File: src/rtl/mem_request_arbiter.sv
// rtl/mem_request_arbiter.sv - round-robin arbiter sharing one mem_manager port between NUM_REQ requesters
// Optional build macro MEM_ARB_TIMEOUT_EN: bounds the WAIT_DONE stall and adds the sticky timeout_err output.
module mem_request_arbiter #(
  parameter int NUM_REQ    = 3,
  parameter int ADDR_W     = 18,
  parameter int DATA_W     = 32,
  parameter int PAUSE_WAIT = 4
) (
  input  logic                        clk,
  input  logic                        reset,
  input  logic [NUM_REQ-1:0]          req,
  input  logic [NUM_REQ-1:0]          req_wren,
  input  logic [NUM_REQ*ADDR_W-1:0]   req_address,
  input  logic [NUM_REQ*DATA_W-1:0]   req_data_write,
  output logic [NUM_REQ-1:0]          ack,
  output logic [DATA_W-1:0]           data_read,
  output logic [2:0]                  grant_id,
  output logic                        busy,
  input  logic                        controller_ready,
  input  logic                        mem_pause,
  output logic [ADDR_W-1:0]           mem_address,
  output logic                        mem_wren,
  output logic                        mem_rden,
  output logic [DATA_W-1:0]           mem_data_write,
  input  logic [DATA_W-1:0]           mem_data_read
`ifdef MEM_ARB_TIMEOUT_EN
  ,
  output logic                        timeout_err
`endif
);

  localparam int CW = $clog2(PAUSE_WAIT + 2);

  typedef enum logic [2:0] {
    S_IDLE,
    S_ISSUE,
    S_WAIT_START,
    S_WAIT_DONE,
    S_RESPOND
  } state_t;

  state_t              state, next_state;
  logic [2:0]          ptr;
  logic [2:0]          win;
  logic                found;
  logic                grant_ok;
  logic [7:0]          req_pad;
  logic [7:0]          wren_pad;
  logic [7:0]          ack_onehot;
  logic [ADDR_W-1:0]   lat_addr;
  logic [DATA_W-1:0]   lat_data;
  logic                lat_wren;
  logic [CW-1:0]       wait_cnt;
`ifdef MEM_ARB_TIMEOUT_EN
  logic [15:0]         to_cnt;
  logic                to_hit;
  logic                to_fire;
`endif

  assign req_pad    = 8'(req);
  assign wren_pad   = 8'(req_wren);
  assign ack_onehot = 8'd1 << grant_id;
  assign grant_ok   = controller_ready && !mem_pause && found;
`ifdef MEM_ARB_TIMEOUT_EN
  assign to_fire    = mem_pause && (to_cnt == 16'hFFFE);
`endif

  // Round-robin search: first set request above the last winner, wrapping around.
  always_comb begin
    int idx;
    found = 1'b0;
    win   = ptr;
    idx   = 0;
    for (int k = 1; k <= NUM_REQ; k++) begin
      idx = (int'(ptr) + k) % NUM_REQ;
      if (!found && req_pad[3'(idx)]) begin
        found = 1'b1;
        win   = 3'(idx);
      end
    end
  end

  // State register.
  always_ff @(posedge clk) begin
    if (reset) state <= S_IDLE;
    else       state <= next_state;
  end

  // Next-state logic for the grant / strobe / pause handshake sequence.
  always_comb begin
    next_state = state;
    case (state)
      S_IDLE:       if (grant_ok) next_state = S_ISSUE;
      S_ISSUE:      next_state = S_WAIT_START;
      S_WAIT_START: begin
        if (mem_pause)                         next_state = S_WAIT_DONE;
        else if (wait_cnt == CW'(PAUSE_WAIT)) next_state = S_RESPOND;
      end
      S_WAIT_DONE: begin
        if (!mem_pause) next_state = S_RESPOND;
`ifdef MEM_ARB_TIMEOUT_EN
        else if (to_fire) next_state = S_RESPOND;
`endif
      end
      S_RESPOND:    next_state = S_IDLE;
      default:      next_state = S_IDLE;
    endcase
  end

  // Datapath: latch at grant, strobe at issue, return data and ack at respond.
  always_ff @(posedge clk) begin
    if (reset) begin
      ack            <= '0;
      data_read      <= '0;
      grant_id       <= '0;
      busy           <= 1'b0;
      mem_address    <= '0;
      mem_wren       <= 1'b0;
      mem_rden       <= 1'b0;
      mem_data_write <= '0;
      ptr            <= 3'(NUM_REQ - 1);
      lat_addr       <= '0;
      lat_data       <= '0;
      lat_wren       <= 1'b0;
      wait_cnt       <= '0;
`ifdef MEM_ARB_TIMEOUT_EN
      to_cnt         <= '0;
      to_hit         <= 1'b0;
      timeout_err    <= 1'b0;
`endif
    end else begin
      ack      <= '0;
      mem_wren <= 1'b0;
      mem_rden <= 1'b0;
      case (state)
        S_IDLE: begin
          if (grant_ok) begin
            grant_id <= win;
            busy     <= 1'b1;
            lat_addr <= req_address[int'(win)*ADDR_W +: ADDR_W];
            lat_data <= req_data_write[int'(win)*DATA_W +: DATA_W];
            lat_wren <= wren_pad[win];
          end
        end
        S_ISSUE: begin
          mem_address    <= lat_addr;
          mem_data_write <= lat_data;
          mem_wren       <= lat_wren;
          mem_rden       <= !lat_wren;
          wait_cnt       <= '0;
        end
        S_WAIT_START: begin
          wait_cnt <= wait_cnt + 1'b1;
`ifdef MEM_ARB_TIMEOUT_EN
          to_cnt   <= '0;
`endif
        end
        S_WAIT_DONE: begin
`ifdef MEM_ARB_TIMEOUT_EN
          if (mem_pause) to_cnt <= to_cnt + 16'd1;
          if (to_fire)   to_hit <= 1'b1;
`endif
        end
        S_RESPOND: begin
          ack  <= ack_onehot[NUM_REQ-1:0];
          ptr  <= grant_id;
          busy <= 1'b0;
`ifdef MEM_ARB_TIMEOUT_EN
          to_hit <= 1'b0;
          if (to_hit) begin
            data_read   <= DATA_W'(32'hDEADBEEF);
            timeout_err <= 1'b1;
          end else if (!lat_wren) begin
            data_read <= mem_data_read;
          end
`else
          if (!lat_wren) data_read <= mem_data_read;
`endif
        end
        default: ;
      endcase
    end
  end

endmodule

File: config.mk
export PLATFORM = sky130hd
export DESIGN_NAME = mem_request_arbiter
export DESIGN_NICKNAME = d
export VERILOG_FILES = /design/src/rtl/mem_request_arbiter.sv
export SDC_FILE = /design/constraint.sdc
export NUM_CORES = 1
export LEC_CHECK = 0
export BUFFER_PORTS_ARGS = -buffer_cell sky130_fd_sc_hd__buf_2
export CAP_MARGIN = 0
export CORE_AREA = 5 5 150 188
export CTS_BUF_LIST = sky130_fd_sc_hd__clkbuf_16
export CTS_CLUSTER_DIAMETER = 100
export DETAILED_ROUTE_END_ITERATION = 7
export DIE_AREA = 0 0 155 193
export PLACE_DENSITY = 0.59
export SLEW_MARGIN = 25
export SYNTH_ARGS = -nofsm -noshare
export SYNTH_HDL_FRONTEND = slang
export SYNTH_SLANG_ARGS = --single-unit
File: constraint.sdc
create_clock -name clk -period 6.6 [get_ports clk]
set_input_delay 1.32 -clock clk [delete_from_list [all_inputs] [get_ports clk]]
set_output_delay 1.32 -clock clk [all_outputs]
set_load 0.05 [all_outputs]
==> results of run 1 <==
-- kinds of logic (layout without fill, tap and decap cells) --
| kind of cell | after synthesis | in the layout | share of synthesized area (%) |
|---|---|---|---|
| buffers and inverters | 124 | 385 | 7.42 |
| flip-flops | 151 | 151 | 38.9 |
| other | 0 | 1 | 0 |
| XOR/XNOR | 7 | 7 | 1.32 |
| adder cells (fa/ha/maj) | 22 | 22 | 3.54 |
| AND/OR/NAND/NOR | 329 | 329 | 18.1 |
| multiplexers | 61 | 61 | 7.94 |
| AO/OA/AOI/OAI | 210 | 210 | 22.8 |
-- flip-flops by register name, indices dropped and copies added, names as in the netlist --
| register | cells |
|---|---|
| data_read | 32 |
| lat_data | 32 |
| mem_data_write | 32 |
| lat_addr | 18 |
| mem_address | 18 |
| ack | 3 |
| grant_id | 3 |
| ptr | 3 |
| state | 3 |
| wait_cnt | 3 |
| busy | 1 |
| lat_wren | 1 |
| mem_rden | 1 |
| mem_wren | 1 |
-- metal layers --
metal	part of all wire [%]	track usage, %	vias up	wire length [um]
met3	5.3	3.51	39	1300
met1	42	18.5	3283	10100
met5	0	0	-	0
met4	3.0	6.42	0	722
li1	-	-	3606	-
met2	50	26.5	212	12300
-- metrics by stage --
step                hold slack [ps]  total power, W
finish                          447         0.00230
CTS                             452         0.00234
global placement                438         0.00138
floorplan                       432         0.00126
global route                    467         0.00241
detailed placement              443         0.00139
-- how the worst max path moves through the flow --
stage	startpoint	endpoint
finish	ptr[1]	lat_wren
global route	ptr[2]	lat_wren
CTS	ptr[2]	lat_wren
detailed placement	ptr[2]	lat_addr[0]
global placement	ptr[2]	lat_addr[4]
floorplan	ptr[0]	lat_addr[0]
-- where the power goes --
group | switching, W | internal (W)
Clock | 0.000389 | 0.000550
Sequential | 0.0000287 | 0.000950
Combinational | 0.000242 | 0.000142
Total | 0.000660 | 0.00164
-- final cells by class --
type / count / area share (%)
clock buffers: 17 / 4.26
inverters: 62 / 2.33
repair buffers: 291 / 15.1
clock inverters: 15 / 1.40
well taps: 345 / 4.33
diodes: 1 / 0.0251
multi-input cells: 629 / 42.2
flip-flops and latches: 151 / 30.3
-- layout by cell type, fill, tap and decap left out, drive strengths merged, types with 3 or more instances in the layout --
master      n
a2111oi     3
a211oi      3
a21o        4
a21oi     102
and2        8
and3        5
buf       291
clkbuf     17
clkinv      5
clkinvlp    4
dfxtp     151
ha         22
inv        66
mux2        5
mux2i      56
nand2     242
nand2b      8
nand3      11
nor2       28
nor2b       5
nor3        5
nor3b       6
o211ai      3
o21ai      14
o221ai     52
o31ai       3
xnor2       5
-- worst max-delay path, stage by stage (launching register included) --
cell and delay, ps:
dfxtp_1 570, inv_1 220, ha_1 280, xor2_2 330
nor2_1 100, ha_1 230, ha_1 260, a21oi_4 170
a21o_1 190, nand2_1 70, ha_1 320, mux2i_1 130
o22a_1 210, a222oi_1 310, o31ai_2 200, o31ai_1 140
o221a_4 840, buf_4 380, mux2i_1 270, o221ai_1 130
==> impl_results.md, run 1 <==
* Setup crit end kind: flip-flop
* FP Rows at 67
* Critical path class: reg2reg
* Tcrit/Tclk final at 83.5%
* DR WL/cell at 16.2 um
* CTS tree: done
* Sequential element share of the synthesized area at roughly two fifths
* Critical path startpoint category: flip-flop
* Reg2reg setup slack at about 1100 ps
* Clock skew at 8.20 ps
* Yosys warns at 0
* Ports at 283
* Worst-Skew Late Latency at 420 ps
* Number of synthesized register bits at roughly 150
* Max clock buf depth at 2
* DP HPWL at 17700 um
* Lkg Pwr at 4.46 nW
* Tightest Pin Transition at 873 ps
* Initial Util at 29.4%
* CTS Buf Count at 17
* Cell taking the most area after synthesis: dfxtp_1
* Util after Layout at 37.8%
* Register area at 3020 sq um
* Post-route insts no fill at 1511
* Worst min-delay path startpoint: lat_data[12]
* Largest net degree at the start of global routing at 54
* Root buffer cell: clkbuf_16
* Peak supply drop at 0.000121 V
* Final Cell Area at ~10000 sq um
* Top post-synthesis cells by area: dfxtp_1, nand2_1, o221ai_2, mux2i_1, a21oi_1
* H-tree depth at 4
* Via count at 7140
* Die area at 29900 sq um
* Distinct cells, synth at 76
* Mean post-synth cell area at 8.60 sq um
* Worst reg2reg path depth at 19
* DP Area at approximately 9400 sq um
* Detailed Route WL at between 20000 and 25000 um
* DRT Pass-1 Iters at 4
* Core area at between 20000 and 30000 sq um
* First-pass GRT wire length at 36700 um
* Setup Viol. Count Final at 0
* Min cycle time layout at 5510 ps
* Die width at 155 um
* Post-synth top flop: dfxtp_1
* Crit path max fanout at 42
* Final GP Congestion at 0.859
* Initial antenna violation count at 1
* Critical path data required time at roughly 6900 ps
* Post-synth EDFFs at 0
* Multi-input logic area at between 4000 and 5000 sq um
* Total Nets Final at around 1400
* Post_cts resized at 0
* IO Port Bufs at 282
* Setup bufs post-CTS at 0
* Initial DRC Count at around 360
* Share of layout cells above drive strength 1 at 34.2%
* PD cells at 231 nW/um^2
* Placed cells at 1478
* Hold Fails Final Rpt at 0
* Status: finished clean
* Cell Area, Synth at 7770 sq um
* Hold depth at 2
* Post-Synthesis Cells at ~900
* Slew Limit Fails at 0
* Vias per std cell at roughly 4.7
* Hold Crit Class: reg2reg
* Gr usage total at 15.4%
* Reg2reg start: ptr[1]
* Max-Cap Viols at 0
* Slew HR at 41.8%
* Worst flop-to-flop path endpoint: lat_wren
* Total gr overflow at 0
* Crit path DAT at 5800 ps
* Post-route DRC at 0
* Vias in the first global route at between 6000 and 7000
* Top cell types by occurrence after synthesis: nand2_1, dfxtp_1, a21oi_1, inv_1, mux2i_1
* Post-Syn Nets at between 1000 and 1500
* Setup TNS at 0 ps
* Clock Sinks at 151
* Die Height at 193 um
* Hold_buf cts at 0
* Setup ws final at about 1100 ps
* Clock-pin slew on the worst setup and hold paths at 60 ps
* Synth top area share at 38.9%
* Asr flop ratio synth at 0%
* Area growth syn-to-layout at 28.4%
* Fillers at 2758
* Sink of the worst hold path: mem_data_write[12]
* Place WS at 1130 ps
* Routed Antenna Nets at 0
* Most common cell in the netlist: nand2_1
* F_max at 181 MHz
* RSZ-0062 raised after global routing: false
Power figures use the tool's default switching activity.
==> run 2: changes to the inputs <==
- clock period: 6.6 -> 5.4 ns (I/O delays scaled with it)
==> run 2 against run 1 <==
Largest power group unchanged. Worst hold slack better by 1.4 ps. Core utilization up 0.37 points. Register-to-register slack worse by 520 ps. Cell count up 0.26%. Sequential power up 23%. Maximum frequency up 14%. Total power up 24%. Routed wire length down 3.1%. First-iteration DRC count down 17%. Highest routed layer unchanged. Die area unchanged.
==> impl_results.md, run 2 (synthesis results as in run 1) <==
* Status: finished clean
* Die width at 155 um (unchanged)
* CP most frequent cell: ha_1
* Share of layout cells above drive strength 1 at 34.5% (+0.37 points)
* Clock skew at 9.13 ps (+0.928 ps)
* Total Nets Final at 1371 (+0.37%)
* Setup Viol. Count Final at 0 (unchanged)
* Worst-Skew Late Latency at 420 ps (about the same)
* Largest net degree at the start of global routing at 64 (+19%)
* Critical path class: reg2reg
* Crit path DAT at 5130 ps (-670 ps)
* Leading cell type in the layout, fill and taps excluded: buf_2
* Vias per std cell at 4.72 (about the same)
* CP max-delay cell: dfxtp_2
* First-pass GRT wire length at 36700 um (about the same)
* Max clock buf depth at 2 (unchanged)
* Slew HR at 51.7% (+9.9 points)
* Die Height at 193 um (unchanged)
* Slew Limit Fails at 0 (unchanged)
* Detailed Route WL at 23700 um (-3.1%)
* Reg2reg setup slack at 560 ps (-520 ps)
* RSZ-0062 raised after global routing: false
* Crit path max fanout at 22 (-48%)
* Core area at 26400 sq um (unchanged)
* Lkg Pwr at 4.51 nW (+1.1%)
* DP HPWL at 17600 um (-0.15%)
* Setup crit end kind: flip-flop
* Final Cell Area at 10100 sq um (+0.98%)
* Initial Util at 29.4% (unchanged)
* Worst-path cell chain: inv_1 > ha_1 > xor2_2 > nor2_1 > ha_1 > ha_1 > a21oi_4 > a21o_1 > nand2_1 > ha_1 > mux2i_1 > o22a_1 > a222oi_1 > o31ai_2 > or3_4 > o221a_2 > nand3_4 > buf_12 > o221ai_2
* IO Port Bufs at 282 (unchanged)
* Max-Cap Viols at 0 (unchanged)
* FP Rows at 67 (unchanged)
* DRT Pass-1 Iters at 4 (unchanged)
* H-tree depth at 4 (unchanged)
* Root buffer cell: clkbuf_16
* Place WS at 267 ps (-863 ps)
* Hold Crit Class: reg2reg
* Peak supply drop at 0.000159 V (+32%)
* Clock-pin slew on the worst setup and hold paths at 50 ps (about the same)
* Critical path's top delay family: compound AO/OA/AOI/OAI gates
* Vias in the first global route at 6983 (+3.5%)
* Initial antenna violation count at 0 (-1)
* Hold Fails Final Rpt at 0 (unchanged)
* Clock Sinks at 151 (unchanged)
* Critical path startpoint category: flip-flop
* DR WL/cell at 15.6 um (-3.4%)
* Area growth syn-to-layout at 29.7%
* Die area at 29900 sq um (unchanged)
* Via count at 7157 (+0.24%)
* Tcrit/Tclk final at 89.5% (+6.0 points)
* Setup TNS at 0 ps (unchanged)
* Routed Antenna Nets at 0 (unchanged)
* F_max at 207 MHz (+14%)
* Most frequent cells in the layout: buf_2, nand2_1, dfxtp_1
* CP peak stage delay at 450 ps (-390 ps)
* PD cells at 283 nW/um^2 (+23%)
* DP Area at 9460 sq um (+0.57%)
* Tightest Pin Transition at 723 ps (-150 ps)
* Critical path data required time at 5700 ps (-1190 ps)
* Setup ws final at 565 ps (-523 ps)
* Biggest regs: data_read x32, lat_data x32, mem_data_write x32
* Fillers at 2786 (+1.0%)
* CTS Buf Count at 17 (unchanged)
* Initial DRC Count at 299 (-17%)
* Ports at 283 (unchanged)
* Post-route DRC at 0 (unchanged)
* CTS tree: done
* Final GP Congestion at 0.847 (-1.4%)
* Min cycle time layout at 4840 ps (-677 ps)
* Buf/Inv on CP at 2 (unchanged)
* Gr usage total at 15.2% (-0.23 points)
* Total gr overflow at 0 (unchanged)
* # diodes at 0 (-1)
* Hold_buf cts at 0 (unchanged)
## run 2: final cells by class
type	instances	area, sq um	share of cell area [%]
clock buffer	17	425	4.22
clock inverter	15	161	1.60
inverter	62	233	2.31
multi-input combinational	629	4210	41.8
sequential	151	3020	30.0
tap	345	432	4.28
timing repair buffer	296	1590	15.7
## run 2: path summary, 6_finish.rpt
path,startpoint,endpoint,depth (start not counted)
setup reg to reg,ptr[1],lat_data[7],19
hold reg to reg,mem_data_write[14],mem_data_write[14],2
setup / recovery,ptr[1],lat_data[7],19
hold / removal,mem_data_write[14],mem_data_write[14],2
## run 2: repair_timing
| item | 4_1_cts | 5_1_grt |
|---|---|---|
| hold endpoints to repair | 0 | 0 |
| setup buffers | 0 | 1 |
| resized for setup | 0 | 2 |
| setup endpoints to repair | 0 | 46 |
## run 2: per-layer routing
| metal | track usage, % | wire (um) | share of wire, % | vias up |
|---|---|---|---|---|
| li1 | - | - | - | 3615 |
| met1 | 17.5 | 9520 | 40 | 3344 |
| met2 | 28.0 | 12500 | 53 | 170 |
| met3 | 3.08 | 1180 | 5.0 | 28 |
| met4 | 4.76 | 424 | 1.8 | 0 |
| met5 | 0 | 0 | 0 | - |
## run 2: power by group
group	switching [W]	internal, W	leakage (nW)
Sequential	0.0000346	0.00116	1.22
Clock	0.000469	0.000719	0.280
Combinational	0.000293	0.000178	3.01
## run 2: stage by stage
stage	power [W]	hold WS, ps	util (%)	instances
2_1_floorplan	0.00153	432	-	904
3_3_place_gp	0.00169	436	35.8	1482
3_5_place_dp	0.00170	443	35.8	1482
4_1_cts	0.00290	452	38.1	1514
5_1_grt	0.00299	467	38.2	1515
6_report	0.00285	448	38.2	1515
## run 2: worst min-delay path: stages, from the launching register on
cell and delay, ps:
dfxtp_1 300, nand2_1 50, a21oi_1 50
==> run 3: changes to the inputs <==
- ABC_AREA: not set -> 1
- CORE_AREA: 5 5 150 188 -> 5 5 155 195
- DIE_AREA: 0 0 155 193 -> 0 0 160 200
- PLACE_DENSITY: 0.59 -> 0.58
- SLEW_MARGIN: 25 -> 20
==> run 3 against run 2 <==
Routed wire length up 20%. First-iteration DRC count up 52%. Worst setup slack better by 31 ps. Maximum frequency up 0.65%. Clock-buffer cell count unchanged. Cell count up 21%. Register-to-register slack better by 30 ps. Global-route usage up 2.4 points. Total power up 89%. Clock skew up 1.6 ps. Sequential cell count unchanged. Sequential share of layout area down 1.1 points. Largest cell class unchanged.
==> impl_results.md, run 3 <==
* Worst min-delay path startpoint: data_read[1]
* Total gr overflow at 0 (unchanged)
* Post_cts resized at 0 (unchanged)
* Clock Sinks at 151 (unchanged)
* Setup crit end kind: flip-flop
* Lkg Pwr at 5.32 nW (+18%)
* Status: finished clean
* IO Port Bufs at 282 (unchanged)
* Core area at 28100 sq um (+6.3%)
* CP most frequent cell: nand2_1
* Initial antenna violation count at 3 (+3)
* Worst reg2reg path depth at 28 (+9)
* Reg2reg setup slack at 600 ps (+30 ps)
* Die Height at 200 um (+3.6%)
* Yosys warns at 0 (unchanged)
* Crit path max fanout at 25 (+14%)
* DP HPWL at 19900 um (+13%)
* Gr usage total at 17.5% (+2.4 points)
* Cell Area, Synth at 8300 sq um (+6.9%)
* Hold Crit Class: reg2reg
* CTS Buf Count at 17 (unchanged)
* Sequential element share of the synthesized area at 36.4% (-2.5 points)
* Detailed Route WL at 28400 um (+20%)
* Leading cell type in the layout, fill and taps excluded: buf_2
* Post-Syn Nets at 1447 (+29%)
* Crit path DAT at 5070 ps (-60 ps)
* RSZ-0062 raised after global routing: false
* Cell taking the most area after synthesis: dfxtp_1
* Top cell types by occurrence after synthesis: nand3_1, nand2_1, inv_1, dfxtp_1, nor2_1
* Register area at 3020 sq um (about the same)
* H-tree depth at 4 (unchanged)
* Number of synthesized register bits at 151 (unchanged)
* Top post-synthesis cells by area: dfxtp_1, nand3_1, nand2_1, inv_1, nor2_1
* Clock skew at 10.7 ps (+1.59 ps)
* CP peak stage delay at 540 ps (+90 ps)
* Die width at 160 um (+3.2%)
* Largest net degree at the start of global routing at 56 (-13%)
* Share of layout cells above drive strength 1 at 27.5% (-7.0 points)
* Clock-pin slew on the worst setup and hold paths at 60 ps (about the same)
* Distinct cells, synth at 34 (-55%)
* Ports at 283 (unchanged)
* Initial DRC Count at 455 (+52%)
* Most common cell in the netlist: nand3_1
* Asr flop ratio synth at 0% (unchanged)
* DR WL/cell at 15.5 um (-0.76%)
* Hold_buf cts at 0 (unchanged)
* CP max-delay cell: dfxtp_1
* Vias per std cell at 4.81 (+1.9%)
* Reg2reg start: ptr[0]
* Worst flop-to-flop path endpoint: lat_addr[8]
* Area growth syn-to-layout at 25.7%
* Fillers at 3061 (+9.9%)
* Tightest Pin Transition at 978 ps (+255 ps)
* Min cycle time layout at 4800 ps (-31.1 ps)
* Most frequent cells in the layout: buf_2, nand3_1, nand2_1
* Root buffer cell: clkbuf_16
* Vias in the first global route at 9051 (+30%)
* Critical path startpoint category: flip-flop
* Die area at 32000 sq um (+7.0%)
* Initial Util at 29.6% (+0.17 points)
* Post-Synthesis Cells at 1233 (+36%)
* Critical path data required time at 5670 ps (-30 ps)
* Setup bufs post-CTS at 0 (unchanged)
* Multi-input logic area at 4280 sq um (+1.5%)
* FP Rows at 69 (+3.0%)
* Post-synth EDFFs at 0 (unchanged)
* Slew Limit Fails at 0 (unchanged)
* CTS tree: done
* PD cells at 516 nW/um^2 (+82%)
* Peak supply drop at 0.000237 V (+49%)
* Synth top area share at 36.4% (-2.5 points)
* Hold depth at 2 (unchanged)
* Final GP Congestion at 0.830 (-2.0%)
* Mean post-synth cell area at 6.73 sq um (-22%)
* F_max at 208 MHz (+0.65%)
* Worst-Skew Late Latency at 430 ps (about the same)
* Hold Fails Final Rpt at 0 (unchanged)
* Setup Viol. Count Final at 0 (unchanged)
* Max-Cap Viols at 0 (unchanged)
* Routed Antenna Nets at 0 (unchanged)
* First-pass GRT wire length at 45700 um (+25%)
* Slew HR at 34.4% (-17 points)
* WHS at 459 ps (+10.1 ps)
* Via count at 8818 (+23%)
* DRT Pass-1 Iters at 5 (+1)
* Total Nets Final at 1681 (+23%)
* Max clock buf depth at 2 (unchanged)
* Setup TNS at 0 ps (unchanged)
* Worst Setup SP: ptr[0]
* Post-synth top flop: dfxtp_1
* Biggest regs: data_read x32, lat_data x32, mem_data_write x32
* Post-route DRC at 0 (unchanged)
* Tcrit/Tclk final at 89.0% (-0.58 points)
* Critical path class: reg2reg
* Sink of the worst hold path: data_read[1]
* # diodes at 0 (unchanged)
-- run 3: cell types whose count changed after synthesis, moves of 11 or more --
cell,change
nand3_1,+239
nor2_1,+92
inv_1,+90
mux2i_1,-56
o221ai_2,-50
a21oi_1,-47
o21ai_0,+46
a21oi_2,+41
buf_2,+27
nand2_2,+14
nand3_2,+14
buf_6,-11
-- run 3: kinds of logic (layout without fill, tap and decap cells) --
logic type / after synthesis / count (layout) / synth area share [%]
flip-flops: 151 / 151 / 36.4
XOR/XNOR: 3 / 3 / 0.316
AND/OR/NAND/NOR: 660 / 660 / 36.1
buffers and inverters: 238 / 482 / 12.2
AO/OA/AOI/OAI: 159 / 159 / 11.6
adder cells (fa/ha/maj): 22 / 22 / 3.31
-- run 3: power breakdown --
| part | internal, W | total [W] | switching (W) |
|---|---|---|---|
| Sequential | 0.00137 | 0.00151 | 0.000144 |
| Clock | 0.000711 | 0.00118 | 0.000466 |
| Combinational | 0.000697 | 0.00269 | 0.00200 |
-- run 3: worst max-delay path by stage --
stage | to | slack [ps] | depth (start not counted)
floorplan | lat_data[19] | 1650 | 28
global placement | lat_data[31] | 750 | 28
detailed placement | lat_addr[8] | 640 | 28
CTS | lat_addr[8] | 590 | 28
global route | grant_id[1] | 180 | 26
finish | lat_addr[8] | 600 | 28
-- run 3: worst max-delay path, delay by kind of cell, from the launching register on --
family | cells | cell delay [ps]
compound gates | 2 | 180
xor+xnor | 1 | 180
fa+ha+maj | 4 | 880
buf+inv | 5 | 870
flops | 1 | 540
simple gates | 16 | 1960
-- run 3: cell type report --
class / count / share of cell area, %
multi-input cells: 844 / 41.0
flip-flops and latches: 151 / 29.0
repair buffers: 294 / 14.5
inverters: 159 / 5.86
well taps: 355 / 4.25
clock buffers: 17 / 4.07
clock inverters: 12 / 1.35
-- run 3: per-layer routing --
layer	vias up	wire length, um	global-route usage, %
met5	-	33	0
met4	6	580	6.31
met3	49	2030	4.87
met2	300	13600	30.1
met1	4040	12100	21.2
li1	4423	-	-
-- run 3: through the flow --
step	util (%)	instances	cell area, sq um	power (W)	worst slack [ps]
final	37.2	1832	10400	0.00538	596
after global routing	37.2	1832	10400	0.00580	178
after CTS	37.2	1832	10400	0.00545	585
after detailed placement	35.2	1803	9870	0.00424	644
after global placement	35.2	1803	9870	0.00424	749
after floorplan	-	1233	8300	0.00358	1650
